File: config.mk
export PLATFORM = sky130hd
export DESIGN_NAME = usb_txn_ctrl
export DESIGN_NICKNAME = d
export VERILOG_FILES = /design/src/rtl/usb_txn_ctrl.sv
export SDC_FILE = /design/constraint.sdc
export NUM_CORES = 1
export LEC_CHECK = 0
export ABC_AREA = 1
export BUFFER_PORTS_ARGS = -buffer_cell sky130_fd_sc_hd__buf_2
export CAP_MARGIN = 20
export CORE_UTILIZATION = 55
export CTS_CLUSTER_DIAMETER = 40
export DETAILED_ROUTE_END_ITERATION = 7
export GPL_ROUTABILITY_DRIVEN = 0
export PLACE_DENSITY = 0.85
export SLEW_MARGIN = 25
export SYNTH_ARGS = -nofsm -noshare
export SYNTH_HDL_FRONTEND = slang
export SYNTH_SLANG_ARGS = --single-unit
File: constraint.sdc
create_clock -name clock -period 6.2 [get_ports clock]
set_clock_uncertainty 0.2 [all_clocks]
set_input_delay 0 -clock clock [delete_from_list [all_inputs] [get_ports clock]]
set_output_delay 0 -clock clock [all_outputs]
set_load 0.02 [all_outputs]
File: src/rtl/usb_txn_ctrl.sv
`default_nettype none
// ============================================================================
//  Module      : usb_txn_ctrl
//  Description : USB host-side transaction sequencer. Accepts one OUT or IN
//                transaction request, drives the packet encoder through
//                token / data / handshake packets, watches the packet decoder
//                for the device response, and retries failed attempts up to
//                MAX_ATTEMPTS times before reporting completion.
//  Ports       : clock, reset          - single clock, sync active-high reset
//                txn_*                 - transaction request / result side
//                tx_req/tx_pid/tx_addr/tx_endp/tx_data, tx_done
//                                      - packet encoder handshake
//                rx_valid/rx_pid/rx_data/rx_crc_ok
//                                      - packet decoder strobe and contents
//  Revision    : 1.0 - initial release
// ============================================================================
module usb_txn_ctrl #(
    parameter int TIMEOUT_CYCLES = 255,
    parameter int MAX_ATTEMPTS   = 8
) (
    input  logic        clock,
    input  logic        reset,
    input  logic        txn_start,
    input  logic        txn_type,
    input  logic [6:0]  txn_addr,
    input  logic [3:0]  txn_endp,
    input  logic [63:0] txn_wdata,
    output logic        txn_ready,
    output logic        txn_done,
    output logic        txn_success,
    output logic [63:0] txn_rdata,
    output logic        tx_req,
    output logic [3:0]  tx_pid,
    output logic [6:0]  tx_addr,
    output logic [3:0]  tx_endp,
    output logic [63:0] tx_data,
    input  logic        tx_done,
    input  logic        rx_valid,
    input  logic [3:0]  rx_pid,
    input  logic [63:0] rx_data,
    input  logic        rx_crc_ok
);

    localparam logic [3:0] PID_OUT   = 4'b0001;
    localparam logic [3:0] PID_IN    = 4'b1001;
    localparam logic [3:0] PID_DATA0 = 4'b0011;
    localparam logic [3:0] PID_ACK   = 4'b0010;
    localparam logic [3:0] PID_NAK   = 4'b1010;

    localparam int TW = $clog2(TIMEOUT_CYCLES + 1);
    localparam int AW = $clog2(MAX_ATTEMPTS + 1);

    typedef enum logic [2:0] {
        S_IDLE       = 3'd0,
        S_SEND_TOKEN = 3'd1,
        S_SEND_DATA  = 3'd2,
        S_WAIT_HS    = 3'd3,
        S_WAIT_DATA  = 3'd4,
        S_SEND_HS    = 3'd5,
        S_DONE       = 3'd6
    } state_t;

    state_t        state;
    state_t        state_nxt;
    logic          lat_type;
    logic [6:0]    lat_addr;
    logic [3:0]    lat_endp;
    logic [63:0]   lat_wdata;
    logic [AW-1:0] attempts;
    logic [TW-1:0] tmo;

    logic          fail;
    logic          capture;
    logic          done_ok;
    logic [3:0]    hs_pid;
    logic          tmo_hit;
    logic          last_attempt;
    // Token fields come straight from the request on the accepting edge,
    // because the latches are loaded on that same edge.
    logic          cur_type;
    logic [6:0]    cur_addr;
    logic [3:0]    cur_endp;

    assign tmo_hit      = (tmo == TW'(TIMEOUT_CYCLES - 1));
    assign last_attempt = ((attempts + AW'(1)) == AW'(MAX_ATTEMPTS));
    assign cur_type     = (state == S_IDLE) ? txn_type : lat_type;
    assign cur_addr     = (state == S_IDLE) ? txn_addr : lat_addr;
    assign cur_endp     = (state == S_IDLE) ? txn_endp : lat_endp;

    always_comb begin
        state_nxt = state;
        fail      = 1'b0;
        capture   = 1'b0;
        done_ok   = 1'b0;
        hs_pid    = PID_ACK;
        case (state)
            S_IDLE: begin
                if (txn_start) state_nxt = S_SEND_TOKEN;
            end
            S_SEND_TOKEN: begin
                if (tx_done) state_nxt = lat_type ? S_WAIT_DATA : S_SEND_DATA;
            end
            S_SEND_DATA: begin
                if (tx_done) state_nxt = S_WAIT_HS;
            end
            S_WAIT_HS: begin
                // A response in the final timeout cycle still wins.
                if (rx_valid) begin
                    if (rx_pid == PID_ACK) begin
                        state_nxt = S_DONE;
                        done_ok   = 1'b1;
                    end else begin
                        fail = 1'b1;
                    end
                end else if (tmo_hit) begin
                    fail = 1'b1;
                end
            end
            S_WAIT_DATA: begin
                if (rx_valid) begin
                    if (rx_pid == PID_DATA0) begin
                        state_nxt = S_SEND_HS;
                        if (rx_crc_ok) capture = 1'b1;
                        else           hs_pid  = PID_NAK;
                    end else begin
                        fail = 1'b1;
                    end
                end else if (tmo_hit) begin
                    fail = 1'b1;
                end
            end
            S_SEND_HS: begin
                // The handshake being sent is remembered in tx_pid itself.
                if (tx_done) begin
                    if (tx_pid == PID_ACK) begin
                        state_nxt = S_DONE;
                        done_ok   = 1'b1;
                    end else begin
                        fail = 1'b1;
                    end
                end
            end
            S_DONE:  state_nxt = S_IDLE;
            default: state_nxt = S_IDLE;
        endcase
        if (fail) state_nxt = last_attempt ? S_DONE : S_SEND_TOKEN;
    end

    always_ff @(posedge clock) begin
        if (reset) begin
            state       <= S_IDLE;
            txn_ready   <= 1'b1;
            txn_done    <= 1'b0;
            txn_success <= 1'b0;
            txn_rdata   <= '0;
            tx_req      <= 1'b0;
            tx_pid      <= '0;
            tx_addr     <= '0;
            tx_endp     <= '0;
            tx_data     <= '0;
            lat_type    <= 1'b0;
            lat_addr    <= '0;
            lat_endp    <= '0;
            lat_wdata   <= '0;
            attempts    <= '0;
            tmo         <= '0;
        end else begin
            state     <= state_nxt;
            txn_ready <= (state_nxt == S_IDLE);
            txn_done  <= (state_nxt == S_DONE);

            if (state == S_IDLE && txn_start) begin
                lat_type    <= txn_type;
                lat_addr    <= txn_addr;
                lat_endp    <= txn_endp;
                lat_wdata   <= txn_wdata;
                attempts    <= '0;
                txn_success <= 1'b0;
                txn_rdata   <= '0;
            end
            if (capture) txn_rdata <= rx_data;
            if (state_nxt == S_DONE) txn_success <= done_ok;
            if (fail) attempts <= attempts + AW'(1);

            if ((state_nxt == S_WAIT_HS || state_nxt == S_WAIT_DATA) && state_nxt != state)
                tmo <= '0;
            else if (state == S_WAIT_HS || state == S_WAIT_DATA)
                tmo <= tmo + TW'(1);

            // Encoder fields are loaded only on entry to a send state so they
            // stay frozen until the encoder reports completion.
            if (state_nxt != state) begin
                case (state_nxt)
                    S_SEND_TOKEN: begin
                        tx_req  <= 1'b1;
                        tx_pid  <= cur_type ? PID_IN : PID_OUT;
                        tx_addr <= cur_addr;
                        tx_endp <= cur_endp;
                        tx_data <= '0;
                    end
                    S_SEND_DATA: begin
                        tx_req  <= 1'b1;
                        tx_pid  <= PID_DATA0;
                        tx_addr <= lat_addr;
                        tx_endp <= lat_endp;
                        tx_data <= lat_wdata;
                    end
                    S_SEND_HS: begin
                        tx_req  <= 1'b1;
                        tx_pid  <= hs_pid;
                        tx_addr <= lat_addr;
                        tx_endp <= lat_endp;
                        tx_data <= '0;
                    end
                    default: tx_req <= 1'b0;
                endcase
            end
        end
    end

endmodule
`default_nettype wire

==> flow_summary.yaml <==
outcome:
  status: "finished, final reports clean"
setup_path:
  crit_fanout: 95
  critPathLaunchType: "register"
  cp_data_required_time_ps: 6390
  critPathLaunch: "state[1]$_SDFF_PP0_"
  path_class: "register to register"
  reg2reg_from: "state[1]$_SDFF_PP0_"
  arrival_ps: 4550
  rrSetupSlack_ps: 1840
  worstSetupEndpointType: "register"
routing:
  routedWlPerCell_um: 19.01
  first_pass_iters: 7
  initialDrtViolationCount: 1435
  vias: 11570
  drc: 0
  drt-total-wl_mm: 37.90
  ant_nets: 0
  viasPerCell: 5.802
yosys:
  netlist_area_mm2: 0.009381
  ys_ff_latch: 237
  synth.avg_cell_area_um2: 7.228
  synth_warnings: 0
  syn_inst: 1298
  synth_nets: 1451
  ys_types: 30
  yosysSeqAreaShare_pct: 50.57
power:
  power.density_mw_per_mm2: 368.4
  ir_worst_vdd_v: 0.0002290
  p_leak_nw: 6.431
sta:
  worstMarginPinSlew_ps: 1072
  relSlewSlack_pct: 28.51
  drv_slew: 0
  period_minus_slack_ps: 4359
  timing.fmax_mhz: 229.4
  finalSetupTns_ps: 0
  whs_ps: 84.93
  hold_violations: 0
  post-route-period-util_pct: 70.30
  rsz0062_at_grt: "no"
  finalSetupViolCount: 0
  setup_slack_ps: 1841
placement:
  dp_worst_setup_slack_ps: 2696
  portBuffers: 295
  dpl.hpwl_mm: 15.97
  placed_cell_area_mm2: 0.01080
worst_hold_path:
  hold_path.class: "input port to register"
  hold_path.startpoint: "txn_wdata[33]"
floorplanning:
  start_util_pct: 56.37
  rows: 47
  ios: 297
  dieArea_mm2: 0.01758
  core_mm2: 0.01664
  die_y_um: 132.6
  chipWidth_um: 132.6
finish:
  fill_cells: 831
  register_area_mm2: 0.004745
  nets: 1900
  drive_above_1_share_pct: 21.78
  multiInputGateArea_mm2: 0.004119
  areaGrowthSynthToFinish_pct: 49.63
  fin_area_mm2: 0.01404
  post-route-util_pct: 84.35
grt:
  antenna_found_initial: 2
  grt_pass1_wl_mm: 59.17
  first_global_vias: 11280
  grt_overflow: 0
  grt_max_degree: 96
  grt_use_total_pct: 42.56
clocking:
  cts_tree: "yes"
  clkLatencyLatePin_ps: 510
  clock_path_buffers: 3
  clock_sinks: 237
  cts_root_buf: "clkbuf_16"
  clkTransAtPathRegs_ps: 60
  cts_made_buffers: 34
  post_cts_buffers: 0
  htree_levels: 2
flow_run:
  cap_violations: 0
[power by group]
group / switching [mW] / internal, mW / total (mW)
Sequential: 0.120 / 1.71 / 1.83
Clock: 0.760 / 1.22 / 1.98
Combinational: 0.908 / 0.448 / 1.36
Total: 1.79 / 3.38 / 5.17
[layer usage]
metal / track usage (%) / wire length (um) / vias up
li1: - / - / 5089
met1: 47.41 / 12960 / 5146
met2: 69.71 / 17440 / 1017
met4: 31.42 / 3252 / 0
met5: 0 / 0 / -
met3: 11.92 / 4248 / 317
[cells in the mapped netlist (all sizes together)]
library cell / n / area, um2
nand3: 101 / 533.0
nor3: 1 / 5.000
or2: 2 / 12.51
xnor2: 3 / 26.28
inv: 30 / 112.6
nand2: 463 / 1770
clkinv: 1 / 3.750
dfxtp: 237 / 4745
nand4: 5 / 31.28
a21oi: 224 / 1121
a31oi: 1 / 6.260
ha: 3 / 37.54
a211oi: 1 / 7.510
clkbuf: 57 / 214.0
and2: 1 / 6.260
nor2: 99 / 374.1
xor2: 4 / 35.03
o21ai: 24 / 120.1
and3: 1 / 6.260
conb: 1 / 3.750
buf: 39 / 210.2
[flip-flops by register name, summed over array words and instances (netlist names), 3 cells and up]
name / count
tx_addr: 7
lat_addr: 7
tx_data: 64
lat_wdata: 64
state: 3
txn_rdata: 64
tx_pid: 3
tx_endp: 4
lat_endp: 4
tmo: 8
attempts: 4
[cell type report]
type                       count  share of cell area (%)
sequential                   237                   33.80
multi-input combinational    934                   29.34
timing repair buffer         509                   25.71
clock buffer                  47                   7.363
tap                          220                   1.961
clock inverter                14                  0.9627
inverter                      31                  0.8290
antenna                        2                 0.03565
[layout by cell type, fill, tap and decap left out, types with 5 or more instances in the layout]
master         count
nand2_1          453
buf_2            294
dfxtp_1          237
a21oi_1          224
dlygate4sd3_1    204
nand3_1           97
nor2_1            96
clkbuf_16         37
inv_1             27
o21ai_0           24
buf_4             10
nand2_2            7
clkbuf_8           7
nand4_1            5
[per-stage QoR]
stage	power (mW)	instances
floorplan	2.705	1298
global placement	2.998	1726
detailed placement	3.026	1726
CTS	5.045	1991
global route	5.352	1994
finish	5.171	1994
[worst max-delay path, stage by stage, from the launching register on]
cell	delay [ps]
dfxtp_1	430
inv_1	140
nand2_1	180
nor2_1	90
nand2_1	80
nand2_1	90
nand2_2	120
nand2_4	40
dlygate4sd3_1	640
nand2_4	150
nand2_2	110
inv_1	150
nand3_2	160
nand2_4	790
buf_4	560
nand3_1	160
nand2_1	90
nor2_1	50
[path summary, 6_finish.rpt]
path                            cells after the start                          to
worst max-delay path                               17     tx_data[6]$_SDFFE_PP0P_
worst min-delay path                                4  lat_wdata[33]$_SDFFE_PP0P_
worst max register to register                     17     tx_data[6]$_SDFFE_PP0P_
worst min register to register                      2  lat_wdata[51]$_SDFFE_PP0P_
[what timing repair did]
| action | CTS | global route |
|---|---|---|
| hold buffers | 204 | 0 |
| endpoints found under the hold margin | 164 | 0 |
| resized for setup | 0 | 0 |
[cell families (layout without fill, tap and decap cells)]
group / Yosys count / in the layout / share of synthesized area [%]
AOI/OAI and AO/OA: 250 / 250 / 13.38
xor gates and xnor gates: 7 / 7 / 0.6535
adders and majority gates: 3 / 3 / 0.4001
buffers and inverters: 127 / 601 / 5.762
DFF: 237 / 237 / 50.57
other: 1 / 3 / 0.03997
and+or+nand+nor: 673 / 673 / 29.19
No activity file was read; power rests on OpenSTA's default activity.
